File: src/rtl/addr_fifo_pkg.sv
// Shared constants and types for the 16-bit address FIFO.
// Contents:
//   DATA_W, DEPTH     word width and storage depth (DEPTH is a power of two, >= 4)
//   PTR_W, ADDR_W     pointer width with wrap bit, and RAM address width
//   RST_BUSY_CYC      posedges the reset-busy flags persist after rst_n release
//   ptr_t, addr_t, data_t, ptr_full()
package addr_fifo_pkg;

   localparam int unsigned DATA_W       = 16;
   localparam int unsigned DEPTH        = 16;
   localparam int unsigned PTR_W        = $clog2(DEPTH) + 1;
   localparam int unsigned ADDR_W       = PTR_W - 1;
   localparam int unsigned RST_BUSY_CYC = 2;
   localparam int unsigned BUSY_CNT_W   = $clog2(RST_BUSY_CYC + 1);

   typedef logic [PTR_W-1:0]  ptr_t;
   typedef logic [ADDR_W-1:0] addr_t;
   typedef logic [DATA_W-1:0] data_t;

   // Full when the pointers address the same slot but sit on different laps.
   function automatic logic ptr_full(ptr_t wr_ptr, ptr_t rd_ptr);
      return (wr_ptr[PTR_W-1] != rd_ptr[PTR_W-1]) &&
             (wr_ptr[ADDR_W-1:0] == rd_ptr[ADDR_W-1:0]);
   endfunction

endpackage

File: src/rtl/addr_fifo_16b_if.sv
// Handshake/data bundle between an address producer/consumer and addr_fifo_16b.
// Optional build macro: FIFO_DATA_COUNT_EN adds the data_count signal.
// Modports:
//   master  drives din, wr_en, rd_en; observes dout, flags, busy (and data_count)
//   slave   the FIFO side of the same signals
interface addr_fifo_16b_if;
   import addr_fifo_pkg::*;

   data_t din;
   logic  wr_en;
   logic  rd_en;
   data_t dout;
   logic  full;
   logic  empty;
   logic  wr_rst_busy;
   logic  rd_rst_busy;
`ifdef FIFO_DATA_COUNT_EN
   ptr_t  data_count;

   modport master (
      output din, wr_en, rd_en,
      input  dout, full, empty, wr_rst_busy, rd_rst_busy, data_count
   );
   modport slave (
      input  din, wr_en, rd_en,
      output dout, full, empty, wr_rst_busy, rd_rst_busy, data_count
   );
`else
   modport master (
      output din, wr_en, rd_en,
      input  dout, full, empty, wr_rst_busy, rd_rst_busy
   );
   modport slave (
      input  din, wr_en, rd_en,
      output dout, full, empty, wr_rst_busy, rd_rst_busy
   );
`endif

endinterface

File: src/rtl/addr_fifo_ram.sv
// DEPTH x DATA_W simple dual-port RAM: synchronous write, registered read with enable.
// Ports:
//   clk, rst_n     clock; async active-low reset clears only the read register
//   we/waddr/wdata write port
//   re/raddr       read port; rdata updates on the posedge where re is high
//   rdata          registered read data, holds when re is low
module addr_fifo_ram
   import addr_fifo_pkg::*;
(
   input  logic  clk,
   input  logic  rst_n,
   input  logic  we,
   input  addr_t waddr,
   input  data_t wdata,
   input  logic  re,
   input  addr_t raddr,
   output data_t rdata
);

   data_t mem [DEPTH];
   data_t rdata_q;

   always_ff @(posedge clk) begin
      if (we) begin
         mem[waddr] <= wdata;
      end
   end

   always_ff @(posedge clk or negedge rst_n) begin
      if (!rst_n) begin
         rdata_q <= '0;
      end else if (re) begin
         rdata_q <= mem[raddr];
      end
   end

   assign rdata = rdata_q;

endmodule

File: src/rtl/addr_fifo_16b.sv
// Single-clock, standard-read (non-FWFT) FIFO for 16-bit CNN addresses.
// Optional build macro: FIFO_DATA_COUNT_EN enables the registered data_count output.
// Ports:
//   clk    single clock, all state on posedge
//   rst_n  asynchronous active-low reset
//   bus    addr_fifo_16b_if.slave: din/wr_en/rd_en in; dout/full/empty/busy flags out
module addr_fifo_16b
   import addr_fifo_pkg::*;
(
   input  logic              clk,
   input  logic              rst_n,
   addr_fifo_16b_if.slave    bus
);

   ptr_t wr_ptr_q, wr_ptr_d;
   ptr_t rd_ptr_q, rd_ptr_d;
   logic full_q, full_d;
   logic empty_q, empty_d;
   logic wr_ok, rd_ok;
   logic busy;

   logic [BUSY_CNT_W-1:0] busy_cnt_q, busy_cnt_d;

   // Busy counter is preloaded in reset and counts down after release.
   assign busy = (busy_cnt_q != '0);

   always_comb begin
      busy_cnt_d = busy_cnt_q;
      if (busy) begin
         busy_cnt_d = busy_cnt_q - BUSY_CNT_W'(1);
      end
   end

   always_comb begin
      wr_ok    = bus.wr_en & ~full_q & ~busy;
      rd_ok    = bus.rd_en & ~empty_q & ~busy;
      wr_ptr_d = wr_ptr_q;
      rd_ptr_d = rd_ptr_q;
      if (wr_ok) begin
         wr_ptr_d = wr_ptr_q + ptr_t'(1);
      end
      if (rd_ok) begin
         rd_ptr_d = rd_ptr_q + ptr_t'(1);
      end
      // Flags follow the next-state pointers so they change on the same edge as the op.
      full_d  = ptr_full(wr_ptr_d, rd_ptr_d);
      empty_d = (wr_ptr_d == rd_ptr_d);
   end

   always_ff @(posedge clk or negedge rst_n) begin
      if (!rst_n) begin
         wr_ptr_q   <= '0;
         rd_ptr_q   <= '0;
         full_q     <= 1'b0;
         empty_q    <= 1'b1;
         busy_cnt_q <= BUSY_CNT_W'(RST_BUSY_CYC);
      end else begin
         wr_ptr_q   <= wr_ptr_d;
         rd_ptr_q   <= rd_ptr_d;
         full_q     <= full_d;
         empty_q    <= empty_d;
         busy_cnt_q <= busy_cnt_d;
      end
   end

   // Read and write never hit the same slot in one cycle: a read needs a stored
   // word and a write needs a free one, so the addresses always differ.
   addr_fifo_ram u_ram (
      .clk   (clk),
      .rst_n (rst_n),
      .we    (wr_ok),
      .waddr (wr_ptr_q[ADDR_W-1:0]),
      .wdata (bus.din),
      .re    (rd_ok),
      .raddr (rd_ptr_q[ADDR_W-1:0]),
      .rdata (bus.dout)
   );

`ifdef FIFO_DATA_COUNT_EN
   ptr_t count_q, count_d;

   always_comb begin
      count_d = count_q;
      case ({wr_ok, rd_ok})
         2'b10:   count_d = count_q + ptr_t'(1);
         2'b01:   count_d = count_q - ptr_t'(1);
         default: count_d = count_q;
      endcase
   end

   always_ff @(posedge clk or negedge rst_n) begin
      if (!rst_n) begin
         count_q <= '0;
      end else begin
         count_q <= count_d;
      end
   end

   assign bus.data_count = count_q;
`endif

   assign bus.full        = full_q;
   assign bus.empty       = empty_q;
   assign bus.wr_rst_busy = busy;
   assign bus.rd_rst_busy = busy;

endmodule

File: src/flat_wrapper.sv
// flat-port wrapper written by rule: the top's interface ports become plain ports
module addr_fifo_16b_flat import addr_fifo_pkg::*;
  (clk, rst_n, bus_din, bus_wr_en, bus_rd_en, bus_dout, bus_full, bus_empty, bus_wr_rst_busy, bus_rd_rst_busy);
  addr_fifo_16b_if bus_i ();
  input  logic clk;
  input  logic rst_n;
  input wire logic [$bits(bus_i.din)-1:0] bus_din;
  input wire logic [$bits(bus_i.wr_en)-1:0] bus_wr_en;
  input wire logic [$bits(bus_i.rd_en)-1:0] bus_rd_en;
  output wire logic [$bits(bus_i.dout)-1:0] bus_dout;
  output wire logic [$bits(bus_i.full)-1:0] bus_full;
  output wire logic [$bits(bus_i.empty)-1:0] bus_empty;
  output wire logic [$bits(bus_i.wr_rst_busy)-1:0] bus_wr_rst_busy;
  output wire logic [$bits(bus_i.rd_rst_busy)-1:0] bus_rd_rst_busy;
  assign bus_i.din = bus_din;
  assign bus_i.wr_en = bus_wr_en;
  assign bus_i.rd_en = bus_rd_en;
  assign bus_dout = bus_i.dout;
  assign bus_full = bus_i.full;
  assign bus_empty = bus_i.empty;
  assign bus_wr_rst_busy = bus_i.wr_rst_busy;
  assign bus_rd_rst_busy = bus_i.rd_rst_busy;
  addr_fifo_16b u_core (.clk(clk), .rst_n(rst_n), .bus(bus_i));
endmodule
File: config.mk
export PLATFORM = sky130hd
export DESIGN_NAME = addr_fifo_16b_flat
export DESIGN_NICKNAME = d
export VERILOG_FILES = /design/src/rtl/addr_fifo_pkg.sv /design/src/rtl/addr_fifo_16b_if.sv /design/src/rtl/addr_fifo_ram.sv /design/src/rtl/addr_fifo_16b.sv /design/src/flat_wrapper.sv
export SDC_FILE = /design/constraint.sdc
export NUM_CORES = 1
export LEC_CHECK = 0
export CORE_AREA = 2 2 139 141
export CTS_CLUSTER_SIZE = 28
export DETAILED_ROUTE_END_ITERATION = 8
export DIE_AREA = 0 0 141 143
export MAX_ROUTING_LAYER = met4
export PLACE_DENSITY = 0.78
export SYNTH_ARGS = -nofsm -noshare
export SYNTH_HDL_FRONTEND = slang
export SYNTH_SLANG_ARGS = --single-unit
File: constraint.sdc
create_clock -name clk -period 2.5 [get_ports clk]
set_input_delay 0.25 -clock clk [delete_from_list [all_inputs] [get_ports clk]]
set_output_delay 0.25 -clock clk [all_outputs]
set_load 0.01 [all_outputs]
**Word-level counts from Yosys, hierarchy flattened**

Memory sizes are Yosys's and may differ from the RTL's. A register that Yosys moved wholly into a read port is not among the register bits.
Index checks and enable logic that the tools add are counted.
W data, S select, Z words.

- $add $sub $neg: 3
- Eq/ne operators: 3
- Mux-type cells: 4
- Bitwise operators: 7
- Reductions and logical operators: 3

Operators with widths:

| kind | number |
|---|---|
| $add A5 B1 Y5 const B | 2 |
| $mux W5 | 2 |
| $eq A5 B5 Y1 | 1 |
| $and A1 B1 Y1 | 4 |
| $eq A4 B4 Y1 | 1 |
| $not A1 Y1 | 3 |
| $mux W1 | 2 |
| $reduce_bool A2 Y1 | 1 |
| $sub A2 B1 Y2 const B | 1 |
| $logic_and A1 B1 Y1 | 1 |
| $logic_not A1 Y1 | 1 |
| $ne A1 B1 Y1 | 1 |

- Register bits: 14
- Bits in writable memories: 256
- Input bits: 20
- Output and inout port bits: 20
- Memories: 1

Memories:

| memory | depth | bits a word | rd ports | clocked after Yosys merged registers in | wr ports | RTL line | source |
|---|---|---|---|---|---|---|---|
| u_core.u_ram.mem | 16 | 16 | 1 | 1 | 1 | addr_fifo_ram.sv:20 | `data_t mem [DEPTH];` |

**Depth between registers and ports, before layout**

Gate-level depths: netlist (run 1).

- Depth after elaboration: 6
- Depth in mapped cells: 9

**Cells and area by module**

A second synthesis (run 1) with hierarchy kept.

- Cells, all modules: 509
- Area, all modules: 11,157.0 sq um

Modules (own cells, without submodules):

| module | instances | cells an instance | area each (sq um) | sequential area each (sq um) |
|---|---|---|---|---|
| addr_fifo_ram | 1 | 452 | 10,458.8 | 8,087.8 |
| addr_fifo_16b | 1 | 57 | 698.2 | 352.8 |

**Worst setup path before layout (run 1)**

Ideal clock, no wire load.

- Path type: flip-flop to flip-flop
- Start: reg u_core.busy_cnt_q[1]
- End: reg u_core.empty_q, in the netlist u_core.bus.empty
- Arrival time: 1,943 ps
- Required time: 2,418 ps
- Setup slack: 476 ps
- Cell stages (with the launch flop): 9
- Cell sequence: dfstp_2 -> inv_1 -> ha_1 -> buf_6 -> nand3b_4 -> mux2_2 -> xor2_1 -> or3_1 -> nor3_1

- Longest elaborated chain between the ends: 5
- Elaborated cells on any way between the ends: 7
- Those cells by class: eq/ne (1); mux (2); bitwise (3); reduce/logical (1)

RTL lines:

| item | RTL line | source |
|---|---|---|
| start, declared | addr_fifo_16b.sv:22 | `logic [BUSY_CNT_W-1:0] busy_cnt_q, busy_cnt_d;` |
| start signal, assigned | addr_fifo_16b.sv:56 | `busy_cnt_q <= BUSY_CNT_W'(RST_BUSY_CYC);` |
| start signal, assigned | addr_fifo_16b.sv:62 | `busy_cnt_q <= busy_cnt_d;` |
| $reduce_bool A2 Y1 | addr_fifo_16b.sv:25 | `assign busy = (busy_cnt_q != '0);` |
| $not A1 Y1 | addr_fifo_16b.sv:36 | `rd_ok = bus.rd_en & ~empty_q & ~busy;` |
| $and A1 B1 Y1 | addr_fifo_16b.sv:36 |  |
| $mux W5 | addr_fifo_16b.sv:42 | `if (rd_ok) begin` |
| net u_core.rd_ptr_d[1] | addr_fifo_16b.sv:16 | `ptr_t rd_ptr_q, rd_ptr_d;` |
| $eq A5 B5 Y1 | addr_fifo_16b.sv:47 | `empty_d = (wr_ptr_d == rd_ptr_d);` |
| net u_core.empty_d | addr_fifo_16b.sv:18 | `logic empty_q, empty_d;` |
| end signal, assigned | addr_fifo_16b.sv:61 | `empty_q <= empty_d;` |
| end, declared | addr_fifo_16b.sv:18 |  |

The timed path passes the listed nets, and every way through them passes these cells.
A chain may end at the register's enable or synchronous reset.

**Worst setup path in the final report (run 1)**

- Start: reg u_core.busy_cnt_q[1]
- End: out bus_wr_rst_busy

- Longest elaborated chain between the ends: 1

RTL lines:

| item | RTL line | source |
|---|---|---|
| $reduce_bool A2 Y1 | addr_fifo_16b.sv:25 |  |
| end, declared | flat_wrapper.sv:13 | `output wire logic [$bits(bus_i.wr_rst_busy)-1:0] bus_wr_rst_busy;` |

No other way between the ends.

==> impl_metrics.tcl, run 1 <==
set metrics [dict create \
    crit_chain "inv_1 > ha_1 > inv_1 > clkdlybuf4s50_1" \
    worst_slack_ns 0.107 \
    synth_top_area_cell "edfxtp_1" \
    status "complete, no violations" \
    die_w_um 141 \
    clk-insertion-delay-late_ns 0.53 \
    wl_met1_um 9560 \
    dp_slack_ns 0.224 \
    netlist-cell-type-count 35 \
    antenna_left 0 \
    worstPathRequired_ns 2.25 \
    grt_usage 0.263 \
    synth-async-reset-ratio 0.105 \
    r2r-start "u_core.busy_cnt_q[0]" \
    fin_tns_setup_ns 0 \
    wire_per_inst_um 29.1 \
    cts_tree "built" \
    wl_met2_um 12700 \
    start_util 0.596 \
    slew_headroom 0.557 \
    r2r-end "u_core.bus.full" \
    coreArea_um2 18600 \
    yosysWarnings 0 \
    avgSynthCellArea_um2 21.9 \
    yosysMostFrequentCell "edfxtp_1" \
    reg2reg_slack_ns 0.16 \
    diodes 0 \
    die_h_um 143 \
    post-cts-setup-buffers 0 \
    synth_nets 531 \
    hold_path_class "primary input to asynchronous set/reset pin" \
    synth_area_leaders "edfxtp_1, mux4_2, dfrtp_1" \
    synth_ff_type "edfxtp_1" \
    syn_inst 505 \
    p_leak_nw 4.38 \
    path_max_fanout 10 \
    maxCapViolCount 0 \
    io_pins 40 \
    wirelength_um 24600 \
    n_fill_cell 1041 \
    power.density_nw_per_um2 1160 \
    grt_pass1_wl_um 37100 \
    top_layer "met4" \
    path_class "register to primary output" \
    path_delay_family "buffers and inverters" \
    ys_seq_area_frac 0.762 \
    globalRouteOverflowTotal 0 \
    critPathBufInv 3 \
    drc_errors 0 \
    fp-row-count 50 \
    cpMostUsedCell "inv_1" \
    firstDrtPassIters 5 \
    clk_pin_slew_worst_paths_ns 0.07 \
    hold_viol_final 0 \
    antenna_found_initial 0 \
    cts_resized 0 \
    finClkSkew_ns 0.0118 \
    yosys_register_bits 286 \
    cp-end-kind "primary output" \
    die-area_um2 20200 \
    fin_crit_sh 0.957 \
    grt_pass1_vias 5911 \
    hold_buffers 0 \
    cp.arrival_ns 2.14 \
    fin_crit_ns 2.39 \
    drive_gt1_frac 0.288 \
    synth_edf_count 256 \
    holdWs_ns 0.130 \
    fmax_ghz 0.418 \
    clock-root-buffer "clkbuf_16" \
    gp_congestion 0.792 \
    portBuffers 39 \
    cpPeakStageDelay_ns 0.54 \
    cts_htree_levels 1 \
    slew_viol_final 0 \
    peakVddDrop_mv 0.683 \
    fin_nets 615 \
    syn-cell-area_um2 11100 \
    tightest_slew_ns 0.663 \
    cts_num_sinks 286 \
    reg2regPathDepth 7 \
    dr_total_vias 5534 \
    numCtsBuffers 28 \
    start_kind "register" \
    grt_max_degree 31 \
    slowest_stage "dfstp_2" \
    vias_per_cell 6.55 \
    rsz0062_at_grt "false" \
    synth.top_cell.area_share 0.694 \
    synthTopCellsByCount "edfxtp_1, mux4_2, dfrtp_1, mux2_2" \
    area_delta_synth_final_pct 17.0 \
    hpwl_um 14700 \
    setup_viol 0 \
    drt_iter0_markers 539 \
    wl_met3_um 1300 \
    clock_path_buffers 3 \
]
## kinds of logic after synthesis
group	after synthesis	share of synthesized area
fa+ha+maj	6	0.00678
flops	286	0.762
buf+inv	33	0.0153
compound gates	35	0.0205
simple gates	34	0.0231
mux	97	0.161
xor+xnor	14	0.0111
## state kept, by name (all words and copies together) (netlist names)
name	count
u_core.busy_cnt_q	2
u_core.u_ram.rdata	16
u_core.u_ram.mem	256
u_core.bus.full	1
u_core.bus.empty	1
u_core.wr_ptr_q	5
u_core.rd_ptr_q	5
## cell type report
type,instances,area (um2),share of cell area
clock inverters,21,223,0.0172
well taps,234,293,0.0226
repair buffers,80,773,0.0597
clock buffers,31,733,0.0566
flip-flops and latches,286,8450,0.652
multi-input cells,186,2460,0.190
inverters,7,26.3,0.00203
## placed cells by master (no fill, tap or decap), drive strengths merged, types with 3 or more instances in the layout
cell,synthesis,routed
a22oi,15,15
and2,12,12
and3,4,4
buf,20,41
bufinv,0,5
clkbuf,6,31
clkdlybuf4s50,0,39
clkinv,0,16
dfrtp,28,28
edfxtp,256,256
ha,6,6
inv,7,7
mux2,18,18
mux2i,16,16
mux4,63,63
nand3,3,3
o21ai,16,16
xnor2,8,8
xor2,6,6
## power breakdown
part	total (mW)	switching, mW	internal [mW]	leakage [nW]
logic	4.38	2.18	2.20	1.23
registers	6.36	0.442	5.92	2.67
clock network	4.34	1.73	2.62	0.479
total	15.1	4.35	10.7	4.38
## per-stage QoR
| step | cell area (um2) | power (mW) | util | std cells |
|---|---|---|---|---|
| CTS | 13000 | 15.2 | 0.697 | 845 |
| finish | 13000 | 15.1 | 0.697 | 845 |
| floorplan | 11100 | 9.12 | - | 505 |
| global placement | 12000 | 10.6 | 0.646 | 793 |
| global route | 13000 | 15.6 | 0.697 | 845 |
| detailed placement | 12000 | 10.8 | 0.646 | 793 |
## how the worst max path moves through the flow
stage                     depth (start not counted)                endpoint  slack, ns                 start
after detailed placement                          7         u_core.bus.full       0.22  u_core.busy_cnt_q[0]
after floorplan                                   8        u_core.bus.empty       0.48  u_core.busy_cnt_q[1]
after global placement                            6  u_core.u_ram.mem[5][1]       0.33  u_core.busy_cnt_q[0]
final                                             4         bus_wr_rst_busy       0.11  u_core.busy_cnt_q[1]
after global routing                              7         u_core.bus.full       0.03  u_core.busy_cnt_q[0]
after CTS                                         4         bus_wr_rst_busy       0.09  u_core.busy_cnt_q[1]
## metal layers
layer,global-route usage,vias up
met5,-,-
li1,-,2249
met3,0.0369,69
met4,0.108,0
met1,0.342,2953
met2,0.428,263
Power figures use the tool's default switching activity.
==> inputs of run 2 (changes only) <==
- CAP_MARGIN: not set -> 20
- CELL_PAD_IN_SITES_DETAIL_PLACEMENT: not set -> 0
- CELL_PAD_IN_SITES_GLOBAL_PLACEMENT: not set -> 2
- CORE_AREA: 2 2 139 141 -> 2 2 155 157
- DIE_AREA: 0 0 141 143 -> 0 0 157 159
- PLACE_DENSITY: 0.78 -> not set
- PLACE_DENSITY_LB_ADDON: not set -> 0.1
==> impl_metrics.tcl, run 2 (same netlist as run 1, synthesis figures left out) <==
set metrics [dict create \
    drc_errors 0 \
    met3_usage 0.0269 \
    holdWs_ns 0.258 \
    hold_path_class "primary input to asynchronous set/reset pin" \
    path_max_fanout 10 \
    grt_pass1_vias 5543 \
    worst_slack_ns 0.214 \
    start_kind "register" \
    final_cell_mix "edfxtp_1, mux4_2, clkdlybuf4s50_1, buf_4, clkbuf_16" \
    portBuffers 39 \
    crit_chain "inv_1 > ha_2 > inv_1 > clkdlybuf4s50_1" \
    wire_per_inst_um 25.2 \
    antenna_found_initial 0 \
    cpPeakStageDelay_ns 0.55 \
    path_delay_family "buffers and inverters" \
    use_met2 0.327 \
    cpMostUsedCell "inv_1" \
    drive_gt1_frac 0.287 \
    clock-root-buffer "clkbuf_16" \
    drt_iter0_markers 484 \
    power.density_nw_per_um2 1150 \
    die_h_um 159 \
    clock_path_buffers 3 \
    n_fill_cell 1769 \
    globalRouteOverflowTotal 0 \
    fp-row-count 56 \
    p_leak_nw 4.38 \
    power_mw 15.1 \
    hold_viol_final 0 \
    final_common_cell "edfxtp_1" \
    fmax_ghz 0.437 \
    tightest_slew_ns 0.644 \
    start_util 0.477 \
    cts_num_sinks 286 \
    fin_crit_ns 2.29 \
    gp_congestion 0.730 \
    peakVddDrop_mv 0.567 \
    io_pins 40 \
    die_w_um 157 \
    cts_htree_levels 1 \
    startpoint "u_core.busy_cnt_q[1]" \
    finClkSkew_ns 0.0104 \
    dr_total_vias 5102 \
    grtUsageMet1 0.272 \
    fin_crit_sh 0.914 \
    fin_tns_setup_ns 0 \
    regMostFlops "u_core.u_ram.mem" \
    slowest_stage "clkdlybuf4s50_1" \
    worstPathRequired_ns 2.25 \
    reg2reg_slack_ns 0.29 \
    dp_slack_ns 0.233 \
    path_class "register to primary output" \
    vias_per_cell 5.47 \
    area_delta_synth_final_pct 18.5 \
    status "complete, no violations" \
    post-cts-setup-buffers 0 \
    numCtsBuffers 29 \
    diodes 0 \
    critPathBufInv 3 \
    grt_pass1_wl_um 35200 \
    firstDrtPassIters 4 \
    hpwl_um 14400 \
    r2r-start "u_core.rd_ptr_q[0]" \
    maxCapViolCount 0 \
    cp-end-kind "primary output" \
    setup_viol 0 \
    cts_tree "built" \
    cp.arrival_ns 2.04 \
    die-area_um2 25000 \
    clk_pin_slew_worst_paths_ns 0.07 \
    rsz0062_at_grt "false" \
    antenna_left 0 \
    clk-insertion-delay-late_ns 0.55 \
    coreArea_um2 23200 \
    fin_nets 616 \
    largest_reg_flops 256 \
    slew_headroom 0.571 \
    grt_usage 0.201 \
    globalRoute.busiestLayer "met2" \
    wirelength_um 23500 \
    slew_viol_final 0 \
    grt_max_degree 37 \
]
==> run 2: power breakdown <==
part | switching (mW) | total [mW] | internal (mW)
clock | 1.75 | 4.41 | 2.66
sequential | 0.403 | 6.32 | 5.91
combinational | 2.09 | 4.33 | 2.24
==> run 2: final cells by class <==
cell class | instances | area, um2 | area share
Sequential cell | 286 | 8450 | 0.644
Multi-Input combinational cell | 186 | 2460 | 0.188
Timing Repair Buffer | 80 | 808 | 0.0616
Clock buffer | 38 | 759 | 0.0579
Tap cell | 319 | 399 | 0.0304
Clock inverter | 16 | 215 | 0.0164
Inverter | 7 | 26.3 | 0.00200
==> run 2: worst reg2reg max path: cells and delay by family, from the launching register on <==
family	cells	cell delay, ns
DFF	1	0.72
AOI/OAI and AO/OA	2	0.27
buffers and inverters	1	0.26
muxes	2	0.82
==> run 2: path summary, 6_finish.rpt <==
check	end	cells after the start
setup / recovery	bus_rd_rst_busy	4
hold / removal	u_core.u_ram.rdata[13]	2
setup reg to reg	u_core.u_ram.rdata[14]	5
hold reg to reg	u_core.busy_cnt_q[0]	1
max in group asynchronous	u_core.u_ram.rdata[4]	3
min in group clk	u_core.wr_ptr_q[0]	3
==> run 2: routing by layer <==
layer,part of all wire,up-vias
li1,-,2257
met1,0.43,2701
met2,0.51,104
met3,0.039,40
met4,0.023,0
met5,0,-
==> run 2: per-stage QoR <==
| step | util | instances | cell area, um2 |
|---|---|---|---|
| after floorplan | - | 505 | 11100 |
| after global placement | 0.523 | 877 | 12100 |
| after global routing | 0.566 | 932 | 13100 |
| after detailed placement | 0.523 | 877 | 12100 |
| after CTS | 0.566 | 932 | 13100 |
| final | 0.566 | 932 | 13100 |
==> run 2: timing repair <==
item / CTS / global route
endpoints found under the setup margin: 0 / 2
hold buffers: 1 / 0
endpoints found under the hold margin: 18 / 0
resized for setup: 0 / 1
